$ cat src/rtl/byte_reg_bank_pkg.sv
// Shared definitions for byte_reg_bank: byte width, address-width helper and
// the byte-masked merge used by every register word.
`timescale 1ns/1ps
package byte_reg_bank_pkg;

    localparam int BYTE_W    = 8;
    // Widest word the merge helper handles; callers zero-extend and truncate.
    localparam int MAX_BYTES = 32;
    localparam int MAX_W     = MAX_BYTES * BYTE_W;

    // clog2 that never returns less than 1, so a single-register bank still
    // has a 1-bit address port.
    function automatic int clog2_min1(input int n);
        int r;
        r = 1;
        for (int i = 1; i < 31; i++) begin
            if ((1 << i) < n) r = i + 1;
        end
        return r;
    endfunction

    // Bytes with be[i]=1 come from new_w, the rest keep old_w.
    function automatic logic [MAX_W-1:0] byte_merge(input logic [MAX_W-1:0]     old_w,
                                                    input logic [MAX_W-1:0]     new_w,
                                                    input logic [MAX_BYTES-1:0] be);
        logic [MAX_W-1:0] res;
        res = old_w;
        for (int i = 0; i < MAX_BYTES; i++) begin
            if (be[i]) res[i*BYTE_W +: BYTE_W] = new_w[i*BYTE_W +: BYTE_W];
        end
        return res;
    endfunction

endpackage

$ cat src/rtl/byte_reg_bank_word.sv
// One double-buffered register: shadow word (written), active word (read),
// and a dirty flag marking uncommitted shadow bytes.
`timescale 1ns/1ps
module byte_reg_word
    import byte_reg_bank_pkg::*;
#(
    parameter int                          DATA_BYTES = 2,
    parameter logic [DATA_BYTES*8-1:0]     RESET_VAL  = '0
) (
    input  logic                      clk,
    input  logic                      resetn,
    input  logic                      we,
    input  logic [DATA_BYTES-1:0]     be,
    input  logic [DATA_BYTES*8-1:0]   d,
    input  logic                      commit,
    output logic [DATA_BYTES*8-1:0]   active,
    output logic                      dirty
);

    localparam int DW = DATA_BYTES * BYTE_W;

    logic [DW-1:0] r_shadow;
    logic [DW-1:0] r_active;
    logic          r_dirty;
    logic          w_wr_eff;

    // An all-zero byte enable writes nothing, so it must not mark the word dirty.
    assign w_wr_eff = we && (be != '0);

    // Commit copies the pre-edge shadow; a same-cycle write stays staged and
    // keeps the word dirty across the commit.
    always_ff @(posedge clk or negedge resetn) begin
        if (!resetn) begin
            r_shadow <= RESET_VAL;
            r_active <= RESET_VAL;
            r_dirty  <= 1'b0;
        end else begin
            if (commit) r_active <= r_shadow;
            if (w_wr_eff) begin
                r_shadow <= DW'(byte_merge(MAX_W'(r_shadow), MAX_W'(d), MAX_BYTES'(be)));
            end
            if (commit)        r_dirty <= w_wr_eff;
            else if (w_wr_eff) r_dirty <= 1'b1;
        end
    end

    assign active = r_active;
    assign dirty  = r_dirty;

endmodule

$ cat src/rtl/byte_reg_bank.sv
// byte_reg_bank: NUM_REGS double-buffered byte-enabled registers with atomic
// commit and 1-cycle registered read of the active copy.
// Optional macro BYTE_PARITY_EN adds rd_par, per-byte even parity of rd_data.
`timescale 1ns/1ps
module byte_reg_bank
    import byte_reg_bank_pkg::*;
#(
    parameter int                          DATA_BYTES = 2,
    parameter int                          NUM_REGS   = 4,
    parameter logic [DATA_BYTES*8-1:0]     RESET_VAL  = '0
) (
    input  logic                                          clk,
    input  logic                                          resetn,
    input  logic                                          wr_en,
    input  logic [byte_reg_bank_pkg::clog2_min1(NUM_REGS)-1:0] wr_addr,
    input  logic [DATA_BYTES-1:0]                         byteena,
    input  logic [DATA_BYTES*8-1:0]                       D,
    input  logic                                          commit,
    input  logic [byte_reg_bank_pkg::clog2_min1(NUM_REGS)-1:0] rd_addr,
    output logic [DATA_BYTES*8-1:0]                       rd_data,
    output logic [NUM_REGS-1:0]                           dirty,
    output logic                                          pending
`ifdef BYTE_PARITY_EN
    ,
    output logic [DATA_BYTES-1:0]                         rd_par
`endif
);

    localparam int AW = clog2_min1(NUM_REGS);
    localparam int DW = DATA_BYTES * BYTE_W;

    logic [DW-1:0] w_active [NUM_REGS];
    logic [DW-1:0] w_rd_word;
    logic [DW-1:0] r_rd_data;

    // Per-register write decode; addresses >= NUM_REGS match nothing.
    for (genvar g = 0; g < NUM_REGS; g++) begin : g_word
        logic w_we;
        assign w_we = wr_en && (wr_addr == AW'(g));

        byte_reg_word #(
            .DATA_BYTES (DATA_BYTES),
            .RESET_VAL  (RESET_VAL)
        ) u_word (
            .clk    (clk),
            .resetn (resetn),
            .we     (w_we),
            .be     (byteena),
            .d      (D),
            .commit (commit),
            .active (w_active[g]),
            .dirty  (dirty[g])
        );
    end

    // Read mux over active words; out-of-range addresses read as zero.
    always_comb begin
        w_rd_word = '0;
        for (int r = 0; r < NUM_REGS; r++) begin
            if (rd_addr == AW'(r)) w_rd_word = w_active[r];
        end
    end

    // Registered read data, sampling active contents before the edge.
    always_ff @(posedge clk or negedge resetn) begin
        if (!resetn) r_rd_data <= '0;
        else         r_rd_data <= w_rd_word;
    end

    assign rd_data = r_rd_data;
    assign pending = |dirty;

`ifdef BYTE_PARITY_EN
    logic [DATA_BYTES-1:0] w_rd_par;
    logic [DATA_BYTES-1:0] r_rd_par;

    // Parity of the word being loaded, so rd_par lines up with rd_data.
    always_comb begin
        w_rd_par = '0;
        for (int i = 0; i < DATA_BYTES; i++) begin
            w_rd_par[i] = ^w_rd_word[i*BYTE_W +: BYTE_W];
        end
    end

    // Parity flop, same timing and reset as rd_data.
    always_ff @(posedge clk or negedge resetn) begin
        if (!resetn) r_rd_par <= '0;
        else         r_rd_par <= w_rd_par;
    end

    assign rd_par = r_rd_par;
`endif

endmodule

$ cat config.mk
export PLATFORM = sky130hd
export DESIGN_NAME = byte_reg_bank
export DESIGN_NICKNAME = d
export VERILOG_FILES = /design/src/rtl/byte_reg_bank_pkg.sv /design/src/rtl/byte_reg_bank_word.sv /design/src/rtl/byte_reg_bank.sv
export SDC_FILE = /design/constraint.sdc
export NUM_CORES = 1
export LEC_CHECK = 0
export CAP_MARGIN = 5
export CORE_MARGIN = 5
export CORE_UTILIZATION = 57
export DETAILED_ROUTE_END_ITERATION = 10
export HOLD_SLACK_MARGIN = 0.03
export PLACE_DENSITY = 0.78
export RECOVER_POWER = 100
export SYNTH_ARGS = -nofsm -noshare
export SYNTH_HDL_FRONTEND = slang
export SYNTH_SLANG_ARGS = --single-unit
export TNS_END_PERCENT = 10
$ cat constraint.sdc
create_clock -name clk -period 1.3 [get_ports clk]
set_clock_uncertainty 0.1 [all_clocks]
set_input_delay 0.26 -clock clk [delete_from_list [all_inputs] [get_ports clk]]
set_output_delay 0.26 -clock clk [all_outputs]
set_load 0.01 [all_outputs]
# ---- Word level (Yosys, flattened, before mapping)
# Index checks and enable logic that the tools add are counted.
# Widths: inputs -> output; s select.
dict set report totals {
  register_bits 148
  latch_bits 0
  ram_bits 0
  mem_bits_ro 0
  input_bits 26
  wordCells 59
  n_memories 0
}
dict set report classes {
  addsub 0
  mul 0
  div 0
  n_lt_le_gt_ge 0
  eq_ne 6
  n_shift 0
  muxes 12
  bitwise_logic 0
  reduce_logical 24
}
# cell n
set ops {}
lappend ops {{$mux 16} 4}
lappend ops {{$reduce_and 2->1} 8}
lappend ops {{$reduce_bool 2->1} 5}
lappend ops {{$eq 2x2->1 const B} 4}
lappend ops {{$logic_and 1x1->1} 8}
lappend ops {{$mux 1} 8}
lappend ops {{$eq 2x1->1 const B} 2}
lappend ops {{$logic_not 2->1} 2}
lappend ops {{$reduce_or 4->1} 1}

# ---- Logic depth before layout (Yosys ltp)
dict set report logic_depth {
  ltp_word 5
  depth_mapped 4
  ltp_nobuf 2
}

# ---- Hierarchy
# Synthesis repeated with hierarchy kept, for this count alone.
dict set report hier_totals {
  cells_unflattened 329
  hier_area_um2 5973.2
}
# mod n_inst cells_per_inst area_each_um2 seq_area_each_um2
set modules_own_cells {}
lappend modules_own_cells {byte_reg_word 4 72 1277.5 825.8}
lappend modules_own_cells {byte_reg_bank 1 41 863.3 400.4}

# ---- Least setup slack after synthesis
# Ideal clock, no wire load.
dict set report synth_path {
  path_kind {input to register}
  startpoint {input wr_addr[1] (netlist name)}
  endpoint {register g_word[0].u_word.r_shadow[0]}
  arrival_ns 1.159
  required_time_ns 1.075
  path_slack_ns -0.084
  stages 4
  n_path_buf 2
  cell_sequence {clkbuf_8 -> nor4bb_4 -> buf_6 -> mux2_2}
}
dict set report synth_between {
  elab_chain_len 4
}
# item line
set synth_rtl {}
lappend synth_rtl {{from (decl)} byte_reg_bank.sv:15} ;# input logic [byte_reg_bank_pkg::clog2_min1(NUM_REGS)-1:0] wr_addr,
lappend synth_rtl {{$logic_not 2->1} byte_reg_bank.sv:39} ;# assign w_we = wr_en && (wr_addr == AW'(g));
lappend synth_rtl {{$logic_and 1x1->1} byte_reg_bank.sv:39}
lappend synth_rtl {{$logic_and 1x1->1} byte_reg_bank_word.sv:28} ;# assign w_wr_eff = we && (be != '0);
lappend synth_rtl {{$reduce_and 2->1 (no line)} n/a}
lappend synth_rtl {{to (signal assigned)} byte_reg_bank_word.sv:40} ;# r_shadow <= DW'(byte_merge(MAX_W'(r_shadow), MAX_W'(d), MAX_BYTES'(be)));
lappend synth_rtl {{to (decl)} byte_reg_bank_word.sv:22} ;# logic [DW-1:0] r_shadow;
# No other way between the ends.
# A chain may end at the register's enable or synchronous reset.

# ---- Worst setup path in the final report
dict set report layout_path {
  startpoint {register g_word[1].u_word.r_dirty}
  endpoint {output pending}
}
dict set report layout_between {
  elab_chain_len 1
}
# item line
set layout_rtl {}
lappend layout_rtl {{from (decl)} byte_reg_bank_word.sv:24} ;# logic r_dirty;
lappend layout_rtl {{from (signal assigned)} byte_reg_bank_word.sv:42} ;# if (commit) r_dirty <= w_wr_eff;
lappend layout_rtl {{$reduce_or 4->1} byte_reg_bank.sv:71} ;# assign pending = |dirty;
lappend layout_rtl {{to (decl)} byte_reg_bank.sv:22} ;# output logic pending
# No other way between the ends.

==> metrics.txt <==
Die W 111 microns; CTS sink cnt 148; reg2reg start g_word[3].u_word.active[0]; Setup violations, final 53; vias per cell around 5.5; TritonCTS clock tree built; min-delay worst type primary input to flip-flop; LEAKAGE 0.00317 uW; Tcrit/Tclk final 1.20; largest net degree at the start of global routing 48; Longest Clk Path Bufs 2; post-layout util 0.698; IO Count 47; Clock Latency Late Sink approximately 0.52 ns; Yosys warning count 0; post-synth top area share 0.632; final routed DRC violation total 0; asr flop ratio synth 1.00; dominant cell type by area after synthesis dfrtp_1; WP data arrival about 1.2 ns; Worst Setup EP pending; Yosys reg bits 148; dominant synthesized flop cell dfrtp_1; max cap viols 0; area delta synth->final 21.3%; Post-synth top cells dfrtp_1, mux2_2, mux4_2; WS Path Type flip-flop to primary output; Critical Path End Type primary output; core area about 10000 sq um; share of cells above drive strength 1 0.551; R2R Setup Slk 0.21 ns; Worst VDD drop 893 uV; drt total wl 10600 microns; drt pass-1 iters 4; syn nets between 300 and 400; row count 37; overall power 12400 uW; Die Ht between 100 and 150 microns; Area contributors post-synth dfrtp_1, mux2_2, mux4_2, nand4b_2, buf_4; Worst-path clk slew about 0.060 ns; ANT cells 0; Routed wire per std cell 18.8 microns; count leader, synth dfrtp_1; Post-DP HPWL 6890 microns; unrepaired setup endpoints after global routing yes; Pins Over Slew Limit 0; global-route wire length before repair 18200 microns; Fin. Hold Viols 0; 1st-iter DRT viols 83; post-route antenna net violation count 0; number of global-route vias before repair roughly 3500; I/O Buffers 46; Critical Path RT 0.94 ns; crit-path max FO 2; number of synthesized flops with an enable pin 0; pwr dens 1750 nW/um^2; synthesized netlist cell count 333; worst setup path startpoint g_word[1].u_word.dirty; CTS Buf Count 17; Avg Inst Size Synth 17.6 sq um; vias 3093; Initial Utilization 0.575; Root Buffer clkbuf_8; Worst Max-Slew Pin Slew 0.808 ns; worst r2r path cells 1; final net count 439; crit start category flip-flop; GR Util All Layers 0.189; failing checks setup timing; Slew headroom 0.462; die area around 12000 sq um; Fmax 640 MHz; Synth Cell Area roughly 5900 sq um; GRT overflow 0; initial antenna violation count 0; min Tclk post-route 1.56 ns; CTS HTree Levels 4; Worst R2R End rd_data[0]; outcome finished, violations left; Seq/Total Area, Yosys 0.632; Placer Congestion 0.764; Yosys cell types 15; final worst slack -0.262 ns
[area by class of cell]
class / count / area, sq um
flip-flops and latches: 148 / 3700
fillers: 674 / 3080
multi-input cells: 158 / 1990
repair buffers: 82 / 727
clock buffers: 26 / 468
well taps: 136 / 170
clock inverters: 5 / 27.5
inverters: 6 / 22.5
[what timing repair did]
action / 4_1_cts / 5_1_grt
endpoints found under the setup margin: 37 / 21
setup buffers: 2 / 0
pin swaps: 0 / 1
gates resized for setup: 88 / 8
hold endpoints to repair: 148 / 0
hold buffers: 1 / 0
[metrics by stage]
| step | setup WS [ns] | cells | instance area, sq um | TNS, ns | hold WS [ns] |
|---|---|---|---|---|---|
| after floorplan | -0.0767 | 333 | 5900 | -0.789 | -0.136 |
| after global placement | -0.623 | 527 | 6760 | -41.93 | 0.0560 |
| after detailed placement | -0.631 | 527 | 6760 | -43.16 | 0.0584 |
| after CTS | -0.283 | 561 | 7190 | -2.31 | 0.0838 |
| after global routing | -0.313 | 561 | 7100 | -7.95 | 0.162 |
| final | -0.262 | 561 | 7100 | -2.45 | 0.167 |
[worst min-delay path by stage]
stage | start | end | slack, ns | depth (start not counted)
after global routing | commit | g_word[2].u_word.dirty | 0.16 | 3
final | commit | g_word[2].u_word.dirty | 0.17 | 3
after detailed placement | resetn | rd_data[12] | 0.06 | 1
after floorplan | resetn | g_word[0].u_word.active[0] | -0.14 | 0
after CTS | resetn | rd_data[12] | 0.08 | 2
after global placement | resetn | rd_data[12] | 0.06 | 1
[state kept, by name, summed over array words and instances, names as in the netlist]
signal / count
g_word.u_word.r_shadow: 64
g_word.u_word.dirty: 4
rd_data: 16
g_word.u_word.active: 64
[layout by cell type, fill, tap and decap left out, types with 2 or more instances in the layout]
cell,count
dfrtp_1,148
mux2_2,120
buf_2,19
clkdlybuf4s50_1,17
buf_4,17
mux4_2,16
clkbuf_16,16
clkbuf_1,9
mux2_4,8
buf_12,8
clkbuf_2,6
buf_6,5
nand4b_2,4
o32ai_1,4
clkinv_2,4
dlygate4sd2_1,4
inv_2,3
inv_1,3
clkbuf_8,3
dlygate4sd3_1,3
nand4_1,2
[report_power, final]
group / total (uW) / switching [uW] / leakage, uW / internal, uW
Clock: 4100 / 1680 / 0.000243 / 2420
Sequential: 6270 / 525 / 0.00178 / 5750
Combinational: 2030 / 726 / 0.00115 / 1310
[layer usage]
metal / up-vias / wire (microns) / global-route usage
met4: 0 / 161 / 0.0681
met3: 11 / 338 / 0.0505
met2: 52 / 5140 / 0.299
met5: - / 0 / 0
met1: 1652 / 4910 / 0.256
li1: 1378 / - / -
[critical path: stages (launching register included)]
cell and delay [ns]:
dfrtp_1 0.39, inv_2 0.06, nand4_1 0.09, buf_2 0.15
[logic make-up after synthesis]
family | Yosys count | synth area share
flops | 148 | 0.632
mux | 144 | 0.308
buf+inv | 27 | 0.0310
simple gates | 9 | 0.0220
compound gates | 5 | 0.00684
Note: power is estimated with default switching activity, not from simulation.
